===== src/rtl/vga_timing_gen.sv =====
// VGA raster timing generator (640x480@60 by default).
// The board clock is divided down to a pixel-rate enable. The horizontal and
// vertical counters advance on that enable, and sync/bright are registered
// from the next-state counter values so that they change together with the
// counters. The only state is the div -> h -> v counter chain.
module vga_timing_gen #(
  parameter int CLK_DIV     = 4,
  parameter int H_TOTAL     = 800,
  parameter int H_SYNC      = 96,
  parameter int H_VIS_START = 144,
  parameter int H_VIS_END   = 783,
  parameter int V_TOTAL     = 525,
  parameter int V_SYNC      = 2,
  parameter int V_VIS_START = 35,
  parameter int V_VIS_END   = 514
) (
  input  logic       clk,
  input  logic       rst,
  output logic       pix_en,
  output logic       pix_clk,
  output logic [9:0] hCount,
  output logic [9:0] vCount,
  output logic       hSync,
  output logic       vSync,
  output logic       bright,
  output logic       line_tick,
  output logic       frame_tick
);

  localparam int DW = $clog2(CLK_DIV);

  localparam logic [DW-1:0] DIV_LAST = DW'(CLK_DIV - 1);
  localparam logic [DW-1:0] DIV_HALF = DW'(CLK_DIV / 2);

  localparam logic [9:0] H_LAST  = 10'(H_TOTAL - 1);
  localparam logic [9:0] H_SYNC_C = 10'(H_SYNC);
  localparam logic [9:0] H_VS    = 10'(H_VIS_START);
  localparam logic [9:0] H_VE    = 10'(H_VIS_END);
  localparam logic [9:0] V_LAST  = 10'(V_TOTAL - 1);
  localparam logic [9:0] V_SYNC_C = 10'(V_SYNC);
  localparam logic [9:0] V_VS    = 10'(V_VIS_START);
  localparam logic [9:0] V_VE    = 10'(V_VIS_END);

  logic [DW-1:0] div_q, div_d;
  logic [9:0]    hcnt_q, hcnt_d;
  logic [9:0]    vcnt_q, vcnt_d;
  logic          hsync_q, hsync_d;
  logic          vsync_q, vsync_d;
  logic          bright_q, bright_d;
  logic          pixclk_q, pixclk_d;

  logic          div_last;
  logic          h_wrap;
  logic          v_wrap;

  // Next-state for the divider and raster counters, plus decode of the
  // next-state counters so the registered flags line up with hCount/vCount.
  always_comb begin
    div_last = (div_q == DIV_LAST);
    // >= rather than == so an out-of-range value can only ever wrap back.
    h_wrap   = (hcnt_q >= H_LAST);
    v_wrap   = (vcnt_q >= V_LAST);

    div_d  = div_last ? '0 : div_q + DW'(1);
    hcnt_d = hcnt_q;
    vcnt_d = vcnt_q;

    if (div_last) begin
      if (h_wrap) begin
        hcnt_d = '0;
        vcnt_d = v_wrap ? '0 : vcnt_q + 10'd1;
      end else begin
        hcnt_d = hcnt_q + 10'd1;
      end
    end

    hsync_d  = (hcnt_d >= H_SYNC_C);
    vsync_d  = (vcnt_d >= V_SYNC_C);
    bright_d = (hcnt_d >= H_VS) && (hcnt_d <= H_VE) &&
               (vcnt_d >= V_VS) && (vcnt_d <= V_VE);
    // pix_clk rises mid-pixel, away from the counter update edge.
    pixclk_d = (div_d >= DIV_HALF);
  end

  // State registers with synchronous reset; reset returns to raster origin.
  always_ff @(posedge clk) begin
    if (rst) begin
      div_q    <= '0;
      hcnt_q   <= '0;
      vcnt_q   <= '0;
      hsync_q  <= 1'b0;
      vsync_q  <= 1'b0;
      bright_q <= 1'b0;
      pixclk_q <= 1'b0;
    end else begin
      div_q    <= div_d;
      hcnt_q   <= hcnt_d;
      vcnt_q   <= vcnt_d;
      hsync_q  <= hsync_d;
      vsync_q  <= vsync_d;
      bright_q <= bright_d;
      pixclk_q <= pixclk_d;
    end
  end

  // Strobes are decoded from registered state; rst masks them so no stray
  // pulse escapes during the reset cycle.
  always_comb begin
    pix_en     = div_last & ~rst;
    line_tick  = pix_en & h_wrap;
    frame_tick = line_tick & v_wrap;
  end

  assign pix_clk = pixclk_q;
  assign hCount  = hcnt_q;
  assign vCount  = vcnt_q;
  assign hSync   = hsync_q;
  assign vSync   = vsync_q;
  assign bright  = bright_q;

endmodule


===== config.mk =====
export PLATFORM = sky130hd
export DESIGN_NAME = vga_timing_gen
export DESIGN_NICKNAME = d
export VERILOG_FILES = /design/src/rtl/vga_timing_gen.sv
export SDC_FILE = /design/constraint.sdc
export NUM_CORES = 1
export LEC_CHECK = 0
export ABC_AREA = 1
export BUFFER_PORTS_ARGS = -buffer_cell sky130_fd_sc_hd__buf_2
export CAP_MARGIN = 20
export CORE_ASPECT_RATIO = 0.8
export CORE_MARGIN = 2
export CORE_UTILIZATION = 28
export DETAILED_ROUTE_END_ITERATION = 6
export PLACE_DENSITY_LB_ADDON = 0.25
export RECOVER_POWER = 50
export SYNTH_ARGS = -nofsm -noshare
export SYNTH_HDL_FRONTEND = slang
export SYNTH_SLANG_ARGS = --single-unit

===== constraint.sdc =====
create_clock -name clk -period 1.5 [get_ports clk]
set_input_delay 0.075 -clock clk [delete_from_list [all_inputs] [get_ports clk]]
set_output_delay 0.075 -clock clk [all_outputs]
set_load 0.01 [all_outputs]

After elaboration in Yosys (flattened, before gate mapping) --
Index checks and enable logic that the tools add are counted. W data, S select, Z words.
Operators by class: mux-type cells 6, equality and inequality tests 1, bitwise logic cells 4, reduce and logical (&&, ||, !) cells 3, magnitude comparators 9, add/sub/neg operators 3
Operator list (count):
- $mux W10 | 5
- $add A10 B1 Y10 const B | 2
- $ge A10 B10 Y1 const B | 2
- $le A10 B10 Y1 const B | 2
- $ge A10 B2 Y1 const B | 1
- $ge A10 B6 Y1 const B | 1
- $ge A10 B7 Y1 const B | 1
- $ge A10 B8 Y1 const B | 1
- $and A1 B1 Y1 | 3
- $logic_and A1 B1 Y1 | 3
- $add A2 B1 Y2 const B | 1
- $eq A2 B2 Y1 const B | 1
- $ge A2 B2 Y1 const B | 1
- $mux W2 | 1
- $not A1 Y1 | 1
Storage, ports and cells: register bits 26, output and inout bits 27, bits of input ports 2, logic and storage cells 33

Logic depth before layout (Yosys ltp) --
Gate-level depths: netlist of the first run.
word-level depth 7, depth in mapped cells 15, depth with buffers taken out 15

Worst setup path before layout of the first run --
Ideal clock, no wire load.
path kind register to register, start point register hcnt_q[0], in the netlist hCount[0], end point register bright_q, in the netlist bright, required time 1.386 ns, cell stages (with the launch flop) 14, arrival 1.639 ns, path slack -0.253 ns, clock period less this slack 1.753 ns, setup time 0.114 ns, buffers on the path 1, cells stage by stage dfxtp_1 -> ha_1 -> nand2_1 -> nor2_2 -> nor2_2 -> nor2_4 -> buf_6 -> nand4_1 -> nand3_2 -> nand3_2 -> nor2_2 -> nand2_1 -> nand2_1 -> nor2_2
On the way: longest elaborated chain between the ends 7, elaborated cells on any way between the ends 13, those cells by class 1 x add/sub; 5 x order compare; 4 x mux; 3 x reduce/logical
Ends and longest elaborated chain:
- from (decl) | RTL line 45 | logic [9:0] hcnt_q, hcnt_d;
- from (signal assigned) | RTL line 97 | hcnt_q <= hcnt_d;
- $add A10 B1 Y10 / $ge A10 B10 Y1 (equally long branches) | RTL line 73, 61
- $mux W10 | RTL line 69 | if (h_wrap) begin
- $mux W10 | RTL line 68 | if (div_last) begin
- $ge A10 B8 Y1 / $le A10 B10 Y1 (equally long branches) | RTL line 79 | bright_d = (hcnt_d >= H_VS) && (hcnt_d <= H_VE) &&
- $logic_and A1 B1 Y1 (2 in series) | RTL line 79
- $logic_and A1 B1 Y1 (*) | RTL line 80 | (vcnt_d >= V_VS) && (vcnt_d <= V_VE);
- to (signal assigned) | RTL line 101 | bright_q <= bright_d;
- to (decl) | RTL line 49 | logic bright_q, bright_d;
Mark *: on every way between the ends. The rest lies on a longest branch, timed or not. A chain may end at the register's enable or synchronous reset.

Final worst setup path of the first run --
start point register div_q[1], end point register bright_q, in the netlist bright
On the way: longest elaborated chain between the ends 6, elaborated cells on any way between the ends 10, those cells by class 4 x order compare; 1 x eq/ne; 2 x mux; 3 x reduce/logical
Ends and longest elaborated chain:
- from (decl) | RTL line 44 | logic [DW-1:0] div_q, div_d;
- from (signal assigned) | RTL line 96 | div_q <= div_d;
- $eq A2 B2 Y1 (*) | RTL line 59 | div_last = (div_q == DIV_LAST);
- $mux W10 | RTL line 68
- $ge A10 B8 Y1 / $le A10 B10 Y1 (equally long branches) | RTL line 79
- $logic_and A1 B1 Y1 (2 in series) | RTL line 79
- $logic_and A1 B1 Y1 (*) | RTL line 80
Marks and branches as above.

==> results of run 1 <==
## cell families after synthesis
logic type | after synthesis | share of synthesized area
xor gates and xnor gates | 2 | 0.01184
buffers and inverters | 43 | 0.1167
adders and majority gates | 4 | 0.03381
DFF | 25 | 0.3381
and+or+nand+nor | 146 | 0.4505
AOI/OAI and AO/OA | 12 | 0.04903
## flip-flops by register name, summed over array words and instances, names as in the netlist
signal  flops
bright      1
div_q       2
hCount     10
hSync       1
vCount     10
vSync       1
## power breakdown
group          switching [mW]  internal [mW]  total, mW
Combinational          0.0440         0.0330     0.0770
Sequential             0.0109          0.674      0.684
Clock                   0.244          0.187      0.431
Total                   0.299          0.893       1.19
## cell usage in the layout (no fill, tap or decap), drive strengths merged, types with 2 or more instances in the layout
cell type and count:
buf 99, clkbuf 10, dfxtp 25, ha 4, inv 39, nand2 62
nand3 28, nand4 6, nor2 42, nor3 5, nor3b 2, o21ai 6
o21bai 2, xor2 2
## critical path: stages (launching register included)
cell     delay (ns)
dfxtp_1        0.40
ha_4           0.20
nand3_2        0.11
nor2_4         0.16
buf_12         0.15
buf_6          0.11
nand4_1        0.09
nand3_2        0.11
nand3_2        0.10
nor2_2         0.14
nand2_1        0.07
nand2_2        0.06
nor2_2         0.03
## final cells by class
type / instances / share of cell area
Timing Repair Buffer: 106 / 0.2973
Clock inverter: 1 / 0.001972
Multi-Input combinational cell: 164 / 0.3930
Inverter: 39 / 0.05868
Clock buffer: 3 / 0.01627
Tap cell: 62 / 0.03057
Sequential cell: 25 / 0.2022
## what timing repair did
action | CTS | global route
pin swaps | 21 | 20
gates resized for setup | 38 | 24
setup endpoints to repair | 21 | 19
setup buffers | 17 | 3
gates cloned | 0 | 0
## routing by layer
| metal | vias to the layer above | global-route usage |
|---|---|---|
| met5 | - | 0 |
| li1 | 940 | - |
| met2 | 36 | 0.2465 |
| met1 | 796 | 0.2292 |
| met4 | 0 | 0.03175 |
| met3 | 2 | 0.02874 |
## path summary, 6_finish.rpt
check / start / to / slack (ns) / cells after the start
worst max-delay path: div_q[1] / bright / -0.31 / 12
worst min-delay path: rst / hCount[9] / 0.14 / 4
worst max register to register: div_q[1] / bright / -0.31 / 12
worst min register to register: div_q[0] / div_q[0] / 0.45 / 1
## stage by stage
| step | worst slack (ns) | utilization |
|---|---|---|
| after floorplan | -0.1482 | - |
| after global placement | -0.4500 | 0.4212 |
| after detailed placement | -0.4660 | 0.4212 |
| after CTS | -0.2420 | 0.4844 |
| after global routing | -0.4570 | 0.5010 |
| final | -0.3146 | 0.5010 |
==> metrics.yaml, run 1 <==
numPortBuffers: 28
grt_max_degree: 19
drv_slew: 0
viasPerCell: 4.435
syn-num-nets: 238
syn_inst: 232
fmax_mhz: 551.1
required_ns: 1.68
die_h_um: 69.03
vdd_ir_drop_max_uv: 355.1
postPlaceCellArea_um2: 2133
drtAntennaViolNets: 0
synthTopCellsByCount: "nand2_1, inv_1, nor2_1"
tns_ns: -2.766
dp_hpwl_mm: 3.281
layout_min_cycle_time_ns: 1.815
yosys_most_used_dff: "dfxtp_1"
placementRows: 23
yosysSeqAreaShare: 0.3381
fin_ws_ns: -0.3146
die_w_um: 85.29
maxCapViolations: 0
wl_met2_mm: 2.035
worst_pin_slew_ns: 0.2650
clock-skew-final_ns: 0.005041
grt.total_usage: 0.1587
synth-seq-cells: 25
hold_buffers: 0
fill_cells: 493
dp.cells: 376
htreeDepth: 1
cts_root_buf: "clkbuf_8"
multi_input_area_um2: 997.2
layout.nets: 345
hold_path_class: "primary input to flop"
worstPathArrival_ns: 2.00
area_delta_synth_final_pct: 71.43
met3_length_um: 211
finalSetupViolCount: 15
grt_overflow: 0
diodes: 0
clkSlewWorstSetupHoldPaths_ns: 0.10
status: "complete, but fails checks"
whs_ns: 0.1419
core-area_um2: 5065
cts_made_buffers: 3
fin_crit_sh: 1.210
cts_tree: "built"
cts.sinks: 25
synth-edff-count: 0
dr.max_layer_used: "met4"
antenna_found_initial: 0
avgSynthCellArea_um2: 6.380
slew_headroom: 0.8219
leakagePower_nw: 1.339
timing.final.hold_violations: 0
finalPower_mw: 1.192
ys_top_cells_by_area: "dfxtp_1, nand2_1, inv_1, nor2_1, nand3_1"
syn_area_um2: 1480
met1_length_mm: 2.377
drc: 0
synth_top_cell_by_area: "dfxtp_1"
grt_pass1_vias: 1637
drtIter0Drc: 137
grt_setup_unrepaired: "yes"
synth.most_common_cell: "nand2_1"
wire_per_inst_um: 11.65
criticalPathCategory: "flop to flop"
startpoint_type: "flop"
seq_area_um2: 513.0
synth_top_area_share: 0.3381
gp_routability_congestion: 0.8505
ios: 29
grt_pass1_wl_mm: 7.500
async_flop_share: 0
final_cell_count_no_fill: 400
yosysUniqueCellTypes: 25
start_util: 0.2922
yosysWarnings: 0
crit_fanout: 6
first_pass_iters: 4
violations: "setup timing"
wirelength_mm: 4.659
cts_buffer_depth: 2
crit_path_end_kind: "flop"
power_density_nw_per_um2: 469.9
layout-drive-gt1-share: 0.4852
postLayoutCellArea_um2: 2537
clock_latency_ns: 0.28
via_count: 1774
dieArea_um2: 5888
Power figures use the tool's default switching activity.
==> inputs of run 2 (changes only) <==
- ABC_AREA: 1 -> unset
==> run 2 against run 1 <==
Sequential share of layout area up 1.3 points. Power down 1.6%. Combinational power up 6.6%. Largest power group unchanged. Cell count down 21%. Design area down 3.5%. Register-to-register slack worse by 0.45 ns. Highest routed layer unchanged. First-iteration DRC count down 15%. The run still ends with setup timing left. Global-route usage down 0.38 points. Setup slack worse by 0.45 ns.
==> metrics.yaml, run 2 <==
status: "complete, but fails checks"
violations: "setup timing"
yosysUniqueCellTypes: 44
layout_min_cycle_time_ns: 2.260
grt.total_usage: 0.1549
via_count: 1461
yosysWarnings: 0
fin_crit_sh: 1.507
gp_routability_congestion: 0.8443
syn_inst: 157
diodes: 0
required_ns: 1.70
antenna_found_initial: 0
layout_common_cells: "buf_4, buf_2, nor2_1, dfxtp_1, buf_6"
ys_top_cells_by_area: "dfxtp_1, nor2_1, xor2_1, ha_1, xnor2_1"
leakagePower_nw: 1.048
synth-seq-cells: 25
synth_top_area_share: 0.3620
layout.nets: 262
finalCoreUtilization: 0.5235
grt_pass1_wl_mm: 6.479
yosys_most_used_dff: "dfxtp_1"
dieArea_um2: 5519
first_pass_iters: 5
dp_hpwl_mm: 2.837
timing.final.hold_violations: 0
switching_share: 0.2327
avgSynthCellArea_um2: 8.806
finalSetupViolCount: 24
final_cell_count_no_fill: 315
syn_area_um2: 1383
syn-num-nets: 163
synth_top_cell_by_area: "dfxtp_1"
cts_buffer_depth: 2
worstPathArrival_ns: 2.46
clkSlewWorstSetupHoldPaths_ns: 0.09
cts_root_buf: "clkbuf_8"
placementRows: 22
drtIter0Drc: 117
viasPerCell: 4.638
dr.max_layer_used: "met4"
grt_setup_unrepaired: "yes"
htreeDepth: 1
start_util: 0.2955
die_h_um: 66.85
power_density_nw_per_um2: 478.8
fin_ws_ns: -0.7599
met3_length_um: 163
final_common_cell: "buf_4"
clock_latency_ns: 0.27
crit_fanout: 4
dp.cells: 295
numPortBuffers: 28
cp_slowest_stage_delay_ns: 0.55
yosysSeqAreaShare: 0.3620
grt_pass1_vias: 1351
drtAntennaViolNets: 0
postPlaceCellArea_um2: 2086
wl_met2_mm: 1.826
hold_path_class: "primary input to flop"
die_w_um: 82.57
slowest_stage: "or4b_4"
crit_path_end_kind: "flop"
vdd_ir_drop_max_uv: 303.0
p_sw_uw: 272.9
cts_tree: "built"
combPwrFrac: 0.070
postLayoutCellArea_um2: 2450
clock-skew-final_ns: 0.004819
layout-drive-gt1-share: 0.5882
tns_ns: -6.988
drv_slew: 0
slew_headroom: 0.7639
cts.sinks: 25
fill_cells: 430
power_frac_seq: 0.577
fmax_mhz: 442.5
maxCapViolations: 0
synthTopCellsByCount: "dfxtp_1, nor2_1, nand2_1"
grt_max_degree: 16
startpoint_type: "flop"
ios: 29
wirelength_mm: 4.157
cts_made_buffers: 3
p_int_uw: 900.1
clkPwrFrac: 0.353
area_delta_synth_final_pct: 77.19
grt_overflow: 0
synth-edff-count: 0
wire_per_inst_um: 13.20
criticalPathCategory: "flop to flop"
drc: 0
crit_chain: "buf_6 > nand4_1 > buf_4 > a2111oi_4 > xor2_1 > nand2b_1 > nand3_2 > or4b_4 > a211oi_2"
async_flop_share: 0
whs_ns: 0.09712
worst_pin_slew_ns: 0.3530
met1_length_mm: 2.139
core-area_um2: 4679
## run 2: changes by cell type in the layout (fill, tap and decap cells not counted), moves of 9 or more
cell	before	now
nand2_1	44	9
inv_1	35	3
nand3_1	20	4
buf_4	72	59
nand2_2	13	0
nor2_2	12	3
## run 2: power groups by stage
stage | Clock [mW] | Combinational (mW) | Sequential [mW]
after floorplan | 0 | 0.0315 | 0.696
after global placement | 0 | 0.0635 | 0.692
after CTS | 0.431 | 0.0679 | 0.677
final | 0.414 | 0.0821 | 0.677
after global routing | 0.456 | 0.0923 | 0.678
after detailed placement | 0 | 0.0630 | 0.693
## run 2: logic make-up (layout without fill, tap and decap cells)
logic type,after synthesis,after routing,share of synthesized area
AO/OA/AOI/OAI,34,34,0.1937
XOR/XNOR,13,13,0.08235
adder cells (fa/ha/maj),4,4,0.03620
buffers and inverters,9,106,0.03258
flip-flops,25,25,0.3620
AND/OR/NAND/NOR,72,73,0.2932
## run 2: critical path, delay by kind of cell (launching register included)
kind            cells  cell delay (ns)
compound gates      2             0.46
xor+xnor            1             0.12
buf+inv             2             0.29
flops               1             0.38
simple gates        4             0.93
## run 2: per-layer routing
layer / GRT usage / up-vias
li1: - / 763
met1: 0.2312 / 671
met2: 0.2268 / 25
met3: 0.03252 / 2
met4: 0.03279 / 0
met5: 0 / -
## run 2: area by class of cell
| class | instances | area (um^2) | area share |
|---|---|---|---|
| multi-input combinational | 124 | 1072 | 0.4377 |
| clock buffer | 3 | 41.29 | 0.01685 |
| tap | 60 | 75.07 | 0.03064 |
| timing repair buffer | 99 | 714.4 | 0.2916 |
| clock inverter | 1 | 7.507 | 0.003064 |
| inverter | 3 | 11.26 | 0.004597 |
| sequential | 25 | 528.0 | 0.2155 |
## run 2: path summary, 6_finish.rpt
path	cells after the start	endpoint	from	slack [ns]
max reg2reg	9	bright	vCount[0]	-0.76
min	2	div_q[1]	rst	0.1
min reg2reg	1	div_q[0]	div_q[0]	0.44
max	9	bright	vCount[0]	-0.76
## run 2: repair_timing
item,in CTS,in global routing
gates cloned,1,0
setup endpoints to repair,24,25
pin swaps,16,18
buffers inserted,6,13
resized for setup,25,17
hold buffers,0,0
## run 2: stage by stage
step	power (mW)	worst slack, ns
after floorplan	0.7279	-0.5802
after global placement	0.7555	-0.6746
after detailed placement	0.7558	-0.6922
after CTS	1.176	-0.6732
after global routing	1.227	-0.8610
final	1.173	-0.7599
==> inputs of run 3 (changes only) <==
- GPL_TIMING_DRIVEN: unset -> 0
==> run 3 against run 2 <==
The flow still finishes with violations (setup timing). Sequential cell count stayed put. Die area stayed put. Maximum frequency is 0.89% lower. First-iteration DRC count is 10% higher. Combinational power is 9.0% lower. Sequential share of layout area is 3.4 points higher. Power is 1.3% lower. Non-clock buffer count is 37 lower. Largest cell class unchanged. Highest routed layer unchanged.
==> metrics.yaml, run 3 (synthesis results as in run 2) <==
clkSlewWorstSetupHoldPaths_ns: 0.09
start_util: 0.2955
cts_made_buffers: 3
antenna_found_initial: 0
maxCapViolations: 0
rr_startpoint: "hCount[0]"
gp_routability_congestion: 0.7895
grt_pass1_vias: 1212
diodes: 0
placementRows: 22
grt_setup_unrepaired: "yes"
grt_max_degree: 15
cp_slowest_stage_delay_ns: 0.50
drtAntennaViolNets: 0
finalSetupViolCount: 24
rrSetupSlack_ns: -0.78
layout_min_cycle_time_ns: 2.280
cts_root_buf: "clkbuf_8"
power_frac_seq: 0.580
ios: 29
crit_fanout: 6
area_delta_synth_final_pct: 58.91
drv_slew: 0
grt.total_usage: 0.1429
htreeDepth: 1
finalPower_mw: 1.158
layout.nets: 224
r2r_cells: 8
crit_path_end: "bright"
fmax_mhz: 438.6
clock-skew-final_ns: 0.006573
dp_hpwl_mm: 2.442
first_pass_iters: 4
dieArea_um2: 5519
layout-drive-gt1-share: 0.5622
drtIter0Drc: 129
holdPathStages: 2
numPortBuffers: 27
tns_ns: -5.254
clkPwrFrac: 0.356
core-area_um2: 4679
final_common_cell: "buf_2"
multi_input_area_um2: 1072
slew_headroom: 0.6490
switching_share: 0.2349
power_density_nw_per_um2: 526.9
p_sw_uw: 271.9
via_count: 1388
vdd_ir_drop_max_uv: 259.1
grt_pass1_wl_mm: 5.954
required_ns: 1.70
fin_crit_sh: 1.520
crit_chain: "ha_4 > nand4_4 > a21o_4 > buf_6 > a22oi_2 > o211ai_1 > or4b_4 > a211oi_2"
startpoint_type: "flop"
worst_pin_slew_ns: 0.5265
setup.worst_path.start: "hCount[0]"
fin_ws_ns: -0.7801
criticalPathCategory: "flop to flop"
status: "complete, but fails checks"
hold_path_class: "primary input to flop"
cts_buffer_depth: 2
die_h_um: 66.85
combPwrFrac: 0.064
worstPathArrival_ns: 2.48
slowest_stage: "or4b_4"
seq_area_um2: 548.0
cts.sinks: 25
hold_buffers: 0
clock_latency_ns: 0.27
wirelength_mm: 3.872
fill_cells: 455
crit_path_end_kind: "flop"
drc: 0
timing.final.hold_violations: 0
reg2reg_to: "bright"
die_w_um: 82.57
layout_common_cells: "buf_2, buf_4, nor2_1, dfxtp_2"
viasPerCell: 5.011
leakagePower_nw: 0.8823
grt_overflow: 0
p_int_uw: 885.7
wire_per_inst_um: 13.98
violations: "setup timing"
cts_tree: "built"
run 3: cell types whose count changed in the layout (fill, tap and decap cells not counted), sizes merged:
| cell | previous run | this run |
|---|---|---|
| buf | 96 | 57 |
| clkbuf | 6 | 8 |
| clkinv | 0 | 1 |
| clkinvlp | 1 | 0 |
| or2b | 2 | 1 |
run 3: worst max-delay path: cells and delay by family, from the launching register on:
kind / cells / cell delay [ns]
AO/OA/AOI/OAI: 4 / 0.86
AND/OR/NAND/NOR: 2 / 0.66
flip-flops: 1 / 0.39
adder cells (fa/ha/maj): 1 / 0.15
buffers and inverters: 1 / 0.13
run 3: repair_timing:
action	4_1_cts	5_1_grt
setup endpoints to repair	24	24
pin swaps	15	17
setup buffers	19	12
gates cloned	1	0
hold endpoints to repair	0	0
resized for setup	34	26
run 3: worst min-delay path by stage:
stage	from	to	slack, ns
floorplan	rst	div_q[1]	0.36
global placement	div_q[0]	div_q[0]	0.43
detailed placement	div_q[0]	div_q[0]	0.43
CTS	rst	div_q[1]	0.20
global route	rst	div_q[1]	0.23
finish	rst	div_q[1]	0.21
run 3: final cells by class:
type,instances,share of cell area
Multi-Input combinational cell,123,0.4880
Sequential cell,25,0.2494
Timing Repair Buffer,58,0.1851
Tap cell,60,0.03417
Clock buffer,3,0.01879
Buffer,4,0.01708
Inverter,3,0.005125
Clock inverter,1,0.002278
run 3: power by group through the flow:
stage          Sequential, mW  Combinational [mW]  Clock (mW)
6_report                0.671              0.0747       0.412
5_1_grt                 0.673              0.0854       0.456
3_5_place_dp            0.694              0.0517           0
3_3_place_gp            0.694              0.0521           0
2_1_floorplan           0.696              0.0315           0
4_1_cts                 0.675              0.0643       0.430
run 3: per-stage QoR:
step | hold slack, ns | util | cell area (um^2) | worst slack [ns] | std cells
after global routing | 0.2343 | 0.4695 | 2197 | -0.9036 | 277
after floorplan | 0.3552 | - | 1489 | -0.5802 | 157
after detailed placement | 0.4340 | 0.3631 | 1699 | -0.8122 | 244
after CTS | 0.2010 | 0.4326 | 2024 | -0.7455 | 265
after global placement | 0.4326 | 0.3631 | 1699 | -0.8282 | 244
final | 0.2096 | 0.4695 | 2197 | -0.7801 | 277
run 3: layer usage:
metal / vias to the layer above / routed length (um) / global-route usage
li1: 688 / - / -
met1: 665 / 1901 / 0.2020
met2: 31 / 1781 / 0.2077
met3: 4 / 172 / 0.04201
met4: 0 / 17 / 0.04303
met5: - / 0 / 0
